<file path="src/rtl/mmcm_servo_pkg.sv">
// Shared types and constants for the MMCM dynamic phase-shift servo.
package mmcm_servo_pkg;

    typedef enum logic [2:0] {
        StWaitLock = 3'd0,
        StTrack    = 3'd1,
        StStep     = 3'd2,
        StWaitDone = 3'd3,
        StSettle   = 3'd4
    } servo_state_t;

    localparam logic PS_INC = 1'b1;
    localparam logic PS_DEC = 1'b0;

    localparam int unsigned PS_STEPS_PER_VCO = 56;

endpackage

</file>
<file path="src/rtl/mmcm_ps_err_acc.sv">
// Saturating signed up/down error integrator with threshold detection.
module mmcm_ps_err_acc #(
    parameter int unsigned ACC_W  = 12,
    parameter int unsigned THRESH = 64
) (
    input  logic clk,
    input  logic rst_n,
    input  logic clr,
    input  logic hold,
    input  logic up,
    input  logic dn,
    output logic ge_thresh,
    output logic le_nthresh
);

    localparam logic signed [ACC_W-1:0] ACC_MAX = {1'b0, {(ACC_W-1){1'b1}}};
    localparam logic signed [ACC_W-1:0] ACC_MIN = -ACC_MAX;
    localparam logic signed [ACC_W-1:0] ACC_ONE = 1;
    localparam logic signed [ACC_W-1:0] THR_P   = ACC_W'(THRESH);
    localparam logic signed [ACC_W-1:0] THR_N   = -THR_P;

    logic signed [ACC_W-1:0] acc_q, acc_d;

    // Simultaneous up and down cancel out.
    always_comb begin
        acc_d = acc_q;
        if (clr) begin
            acc_d = '0;
        end else if (!hold && up && !dn) begin
            acc_d = (acc_q == ACC_MAX) ? acc_q : acc_q + ACC_ONE;
        end else if (!hold && dn && !up) begin
            acc_d = (acc_q == ACC_MIN) ? acc_q : acc_q - ACC_ONE;
        end
    end

    always_ff @(posedge clk or negedge rst_n) begin
        if (!rst_n) begin
            acc_q <= '0;
        end else begin
            acc_q <= acc_d;
        end
    end

    assign ge_thresh  = (acc_q >= THR_P);
    assign le_nthresh = (acc_q <= THR_N);

endmodule

</file>
<file path="src/rtl/mmcm_ps_servo_ctrl.sv">
// Closed-loop MMCM fine phase-shift sequencer: integrates detector pulses and
// issues single PSEN steps, tracking net offset, limits and PSDONE timeouts.
module mmcm_ps_servo_ctrl
    import mmcm_servo_pkg::*;
#(
    parameter int unsigned ACC_W       = 12,
    parameter int unsigned THRESH      = 64,
    parameter int unsigned OFS_W       = 16,
    parameter int unsigned MAX_OFFSET  = 4480,
    parameter int unsigned SETTLE_CYC  = 16,
    parameter int unsigned TIMEOUT_CYC = 1024
) (
    input  logic                    clk_in,
    input  logic                    reset_in_n,
    input  logic                    enable,
    input  logic                    mmcm_locked,
    input  logic                    lead_pulse,
    input  logic                    lag_pulse,
    input  logic                    clr_err,
    output logic                    psen,
    output logic                    psincdec,
    input  logic                    psdone,
    output logic signed [OFS_W-1:0] phase_offset,
    output logic                    ps_busy,
    output logic                    limit_hit,
    output logic                    timeout_err
);

    localparam int unsigned CNT_MAX = (TIMEOUT_CYC > SETTLE_CYC) ? TIMEOUT_CYC : SETTLE_CYC;
    localparam int unsigned CNT_W   = $clog2(CNT_MAX + 1);

    localparam logic [CNT_W-1:0]        SETTLE_LAST = CNT_W'(SETTLE_CYC - 1);
    localparam logic [CNT_W-1:0]        TMO_LAST    = CNT_W'(TIMEOUT_CYC - 1);
    localparam logic [CNT_W-1:0]        CNT_ONE     = CNT_W'(1);
    localparam logic signed [OFS_W-1:0] OFS_MAX     = OFS_W'(MAX_OFFSET);
    localparam logic signed [OFS_W-1:0] OFS_MIN     = -OFS_MAX;
    localparam logic signed [OFS_W-1:0] OFS_ONE     = 1;

    servo_state_t            state_q, state_d;
    logic [CNT_W-1:0]        cnt_q, cnt_d;
    logic signed [OFS_W-1:0] ofs_q, ofs_d;
    logic                    psen_q, psen_d;
    logic                    dir_q, dir_d;
    logic                    limit_q, limit_d;
    logic                    tmo_q, tmo_d;
    logic                    limit_set, tmo_set;

    logic acc_clr, acc_hold, acc_ge, acc_le;
    logic want_inc, want_dec, step_req, at_limit;

    assign want_inc = (state_q == StTrack) && enable && acc_ge;
    assign want_dec = (state_q == StTrack) && enable && acc_le && !acc_ge;
    assign step_req = want_inc || want_dec;
    assign at_limit = want_inc ? (ofs_q == OFS_MAX) : (ofs_q == OFS_MIN);

    // Integrate only while tracking; every decision restarts the integral from zero.
    assign acc_clr  = !mmcm_locked || (state_q == StWaitLock) ||
                      ((state_q == StTrack) && (!enable || step_req));
    assign acc_hold = (state_q != StTrack);

    mmcm_ps_err_acc #(
        .ACC_W  (ACC_W),
        .THRESH (THRESH)
    ) u_err_acc (
        .clk        (clk_in),
        .rst_n      (reset_in_n),
        .clr        (acc_clr),
        .hold       (acc_hold),
        .up         (lead_pulse),
        .dn         (lag_pulse),
        .ge_thresh  (acc_ge),
        .le_nthresh (acc_le)
    );

    always_comb begin
        state_d   = state_q;
        cnt_d     = cnt_q;
        ofs_d     = ofs_q;
        psen_d    = 1'b0;
        dir_d     = dir_q;
        limit_set = 1'b0;
        tmo_set   = 1'b0;

        case (state_q)
            StWaitLock: begin
                if (cnt_q == SETTLE_LAST) begin
                    state_d = StTrack;
                    cnt_d   = '0;
                end else begin
                    cnt_d = cnt_q + CNT_ONE;
                end
            end
            StTrack: begin
                if (step_req) begin
                    if (at_limit) begin
                        limit_set = 1'b1;
                    end else begin
                        state_d = StStep;
                        psen_d  = 1'b1;
                        dir_d   = want_inc ? PS_INC : PS_DEC;
                    end
                end
            end
            StStep: begin
                // Counter counts cycles since psen, so it starts at 1 in WAIT_DONE.
                state_d = StWaitDone;
                cnt_d   = CNT_ONE;
            end
            StWaitDone: begin
                if (psdone) begin
                    ofs_d   = (dir_q == PS_INC) ? ofs_q + OFS_ONE : ofs_q - OFS_ONE;
                    state_d = StSettle;
                    cnt_d   = '0;
                end else if (cnt_q == TMO_LAST) begin
                    tmo_set = 1'b1;
                    state_d = StWaitLock;
                    cnt_d   = '0;
                end else begin
                    cnt_d = cnt_q + CNT_ONE;
                end
            end
            StSettle: begin
                if (cnt_q == SETTLE_LAST) begin
                    state_d = StTrack;
                    cnt_d   = '0;
                end else begin
                    cnt_d = cnt_q + CNT_ONE;
                end
            end
            default: begin
                state_d = StWaitLock;
                cnt_d   = '0;
            end
        endcase

        // A re-lock resets the MMCM phase, so the offset bookkeeping restarts too.
        if (!mmcm_locked) begin
            state_d   = StWaitLock;
            cnt_d     = '0;
            ofs_d     = '0;
            psen_d    = 1'b0;
            limit_set = 1'b0;
            tmo_set   = 1'b0;
        end

        limit_d = limit_set || (limit_q && !clr_err);
        tmo_d   = tmo_set || (tmo_q && !clr_err);
    end

    always_ff @(posedge clk_in or negedge reset_in_n) begin
        if (!reset_in_n) begin
            state_q <= StWaitLock;
            cnt_q   <= '0;
            ofs_q   <= '0;
            psen_q  <= 1'b0;
            dir_q   <= 1'b0;
            limit_q <= 1'b0;
            tmo_q   <= 1'b0;
        end else begin
            state_q <= state_d;
            cnt_q   <= cnt_d;
            ofs_q   <= ofs_d;
            psen_q  <= psen_d;
            dir_q   <= dir_d;
            limit_q <= limit_d;
            tmo_q   <= tmo_d;
        end
    end

    assign psen         = psen_q;
    assign psincdec     = dir_q;
    assign phase_offset = ofs_q;
    assign ps_busy      = (state_q == StStep) || (state_q == StWaitDone) ||
                          (state_q == StSettle);
    assign limit_hit    = limit_q;
    assign timeout_err  = tmo_q;

endmodule

</file>
<file path="config.mk">
export PLATFORM = sky130hd
export DESIGN_NAME = mmcm_ps_servo_ctrl
export DESIGN_NICKNAME = d
export VERILOG_FILES = /design/src/rtl/mmcm_servo_pkg.sv /design/src/rtl/mmcm_ps_err_acc.sv /design/src/rtl/mmcm_ps_servo_ctrl.sv
export SDC_FILE = /design/constraint.sdc
export NUM_CORES = 1
export LEC_CHECK = 0
export ABC_CLOCK_PERIOD_IN_PS = 3250
export CAP_MARGIN = 30
export CORE_MARGIN = 2
export CORE_UTILIZATION = 65
export DETAILED_ROUTE_END_ITERATION = 12
export DONT_BUFFER_PORTS = 1
export GPL_TIMING_DRIVEN = 0
export PLACE_DENSITY = 0.82
export REMOVE_ABC_BUFFERS = 1
export SYNTH_ARGS = -nofsm -noshare
export SYNTH_HDL_FRONTEND = slang
export SYNTH_SLANG_ARGS = --single-unit
</file>
<file path="constraint.sdc">
create_clock -name clk_in -period 3.25 [get_ports clk_in]
set_input_delay 0.325 -clock clk_in [delete_from_list [all_inputs] [get_ports clk_in]]
set_output_delay 0.325 -clock clk_in [all_outputs]
set_load 0.03 [all_outputs]
</file>
==> flow_metrics.tcl <==
set metrics [dict create \
    grt_use_total_pct 28.9 \
    via_count 3323 \
    drv_slew 0 \
    numPortBuffers 0 \
    pwr-share-clk_pct 35.8 \
    gp_congestion 0.934 \
    yosys_warnings 0 \
    crit_fanout 6 \
    fin_crit_ns 3.02 \
    status "complete, no violations" \
    synth.distinct_cells 66 \
    r2r_cells 9 \
    internal-power_mw 0.730 \
    crit_type "register to register" \
    worst_path_max_delay_cell "dfrtp_2" \
    holdWs_ns 0.120 \
    path_cells "clkinvlp_4 -> buf_4 -> ha_1 -> a21o_1 -> a221o_1 -> or3_1 -> o21ai_1 -> mux2_2 -> o2111ai_1" \
    drive_above_1_share_pct 6.73 \
    crit_end "phase_offset[15]" \
    synth-simple-area-share_pct 26.4 \
    io_pins 29 \
    grt_start_max_net_pins 47 \
    avgSynthCellArea_um2 8.47 \
    cp.arrival_ns 3.23 \
    max_slew_margin_pct 30.8 \
    netlist_instances 428 \
    area_growth_pct 6.11 \
    fp.dieArea_um2 6190 \
    rows 27 \
    die_x_um 78.7 \
    leakagePower_nw 1.68 \
    drtPass1Iterations 4 \
    synth_compound_area_share_pct 26.0 \
    p_switching_mw 0.226 \
    clk_latency_ns 0.30 \
    drtIter0Drc 237 \
    nets 466 \
    peakVddDrop_uv 156 \
    hpwl_mm 5.82 \
    setup_viol 0 \
    synth-edff-count 0 \
    muxShareOfSynthArea_pct 0.863 \
    synth_xor_area_share_pct 1.93 \
    pwr-share-comb_pct 3.7 \
    routed_wl_mm 8.35 \
    antenna_cells 0 \
    max-cap-violations 0 \
    cp-start-kind "register" \
    worstMarginPinSlew_ns 1.04 \
    pwr-share-seq_pct 60.5 \
    p_sw_share_pct 23.6 \
    yosys.area.top_type "dfrtp_1" \
    cpPeakStageDelay_ns 0.56 \
    antenna_left 0 \
    ys_ff_latch 46 \
    cts_tree "done" \
    hold_viol_final 0 \
    finalCritPeriodShare_pct 92.9 \
    clockBufferDepth 2 \
    start_util_pct 66.6 \
    syn_area_um2 3620 \
    finalWorstSetupSlack_ns 0.230 \
    clk_pin_slew_ns 0.08 \
    cts_buffers 5 \
    min_path_type "primary input to register" \
    critPathRequiredTime_ns 3.46 \
    finClkSkew_ns 0.00600 \
    wl_per_cell_um 16.6 \
    startpoint "psincdec" \
    synth_fa_ha_area_share_pct 9.73 \
    die_y_um 78.7 \
    synth_seq_area_share_pct 31.8 \
    synth_area_leaders "dfrtp_1, ha_1, a21oi_1" \
    worstSetupEndpointType "register" \
    cts_sinks 46 \
    post-place-ws_ns -0.191 \
    reg2reg_slack_ns 0.23 \
    r2r_start "psincdec" \
    grt_overflow 0 \
    max_freq_mhz 331 \
    synth_top_family_by_area "simple AND/OR/NAND/NOR gates" \
    ys.flop_type "dfrtp_1" \
    netlist.area_leader.share_pct 31.8 \
    async_reset_ff_share_pct 100 \
    htree_levels 2 \
    coreArea_um2 5440 \
    p_per_area_nw_per_um2 249 \
    grt_pass1_wl_mm 14.5 \
    root_buffer "clkbuf_8" \
    r2r-end "phase_offset[15]" \
    vias_per_cell 6.61 \
    rsz0062_at_grt "false" \
    grt_pass1_vias 3116 \
    drcViolationCount 0 \
    antenna_found_initial 0 \
]
==> stage by stage <==
stage / TNS [ns] / cells / instance area (µm²) / total power, mW / utilization [%]
2_1_floorplan: 0 / 413 / 3560 / 0.603 / -
3_3_place_gp: -0.482 / 485 / 3650 / 0.608 / 67.1
3_5_place_dp: -0.704 / 485 / 3650 / 0.609 / 67.1
4_1_cts: 0 / 503 / 3840 / 0.964 / 70.6
5_1_grt: 0 / 503 / 3850 / 0.986 / 70.7
6_report: 0 / 503 / 3850 / 0.956 / 70.7
==> routing by layer <==
layer  GRT usage (%)  share of wire (%)  vias up
met2            45.4                 47      108
met5               0                  0        -
li1                -                  -     1629
met4            8.95               0.91        0
met3            6.21                6.4       10
met1            39.9                 46     1576
==> kinds of logic (layout without fill, tap and decap cells) <==
family          Yosys count  after routing
buf+inv                  30             33
flops                    46             46
simple gates            174            174
mux                       3              3
compound gates          140            140
fa+ha+maj                27             27
xor+xnor                  8              8
==> critical path: cells and delay by family, from the launching register on <==
family          cells  cell delay [ns]
buf+inv             2             0.31
mux                 1             0.38
fa+ha+maj           1             0.36
flops               1             0.56
simple gates        1             0.33
compound gates      4             0.98
==> cells in the final DEF (no fill, tap or decap), types with 7 or more instances in the layout <==
cell,n
a211oi_1,7
a21o_1,14
a21oi_1,34
a31oi_1,8
and3_1,7
buf_4,9
dfrtp_1,45
ha_1,25
inv_1,14
nand2_1,39
nand3_1,21
nor2_1,28
nor2b_1,8
nor3_1,14
nor4b_1,7
o211ai_1,8
o21a_1,11
o21ai_0,19
or3_1,9
xnor2_1,8
==> worst min-delay path by stage <==
stage | startpoint | to | cells after the start
floorplan | reset_in_n | cnt_q[0] | 0
global placement | reset_in_n | phase_offset[12] | 0
detailed placement | reset_in_n | phase_offset[12] | 0
CTS | clr_err | limit_hit | 1
global route | clr_err | limit_hit | 1
finish | clr_err | limit_hit | 1
==> sequential cells by signal (all words and copies together) (netlist names) <==
| name | cells |
|---|---|
| psen | 1 |
| psincdec | 1 |
| u_err_acc.acc_q | 12 |
| phase_offset | 16 |
| limit_hit | 1 |
| cnt_q | 11 |
| timeout_err | 1 |
| state_q | 3 |
==> power by group through the flow <==
stage | sequential (mW) | clock (mW) | combinational, mW
after floorplan | 0.589 | 0 | 0.0142
after global placement | 0.590 | 0 | 0.0184
after global routing | 0.579 | 0.367 | 0.0402
final | 0.578 | 0.343 | 0.0349
after detailed placement | 0.590 | 0 | 0.0189
after CTS | 0.578 | 0.350 | 0.0359
==> Yosys cell counts, types with 5 or more instances <==
cell / instances
a211oi_1: 7
a21o_1: 14
a21oi_1: 34
a31oi_1: 8
and2_1: 5
and3_1: 7
buf_2: 6
clkbuf_1: 8
dfrtp_1: 46
ha_1: 25
inv_1: 15
nand2_1: 39
nand3_1: 21
nand4b_1: 5
nor2_1: 28
nor2b_1: 8
nor3_1: 14
nor4b_1: 7
o211ai_1: 8
o21a_1: 11
o21ai_0: 19
o22ai_1: 5
or3_1: 9
xnor2_1: 8
==> layout make-up <==
| cell class | instances | area (µm²) |
|---|---|---|
| Multi-Input combinational cell | 352 | 2360 |
| Sequential cell | 46 | 1150 |
| Clock buffer | 5 | 68.8 |
| Inverter | 15 | 60.1 |
| Clock inverter | 2 | 10.0 |
| Fill cell | 456 | 1590 |
| Timing Repair Buffer | 11 | 105 |
| Tap cell | 72 | 90.1 |
==> repair_timing <==
item / CTS / global route
pin swaps: 1 / 0
hold buffers: 2 / 0
setup buffers: 9 / 0
resized for setup: 1 / 3
endpoints found under the setup margin: 6 / 6
cloned: 0 / 0
hold endpoints to repair: 46 / 0
No activity file was read; power rests on OpenSTA's default activity.
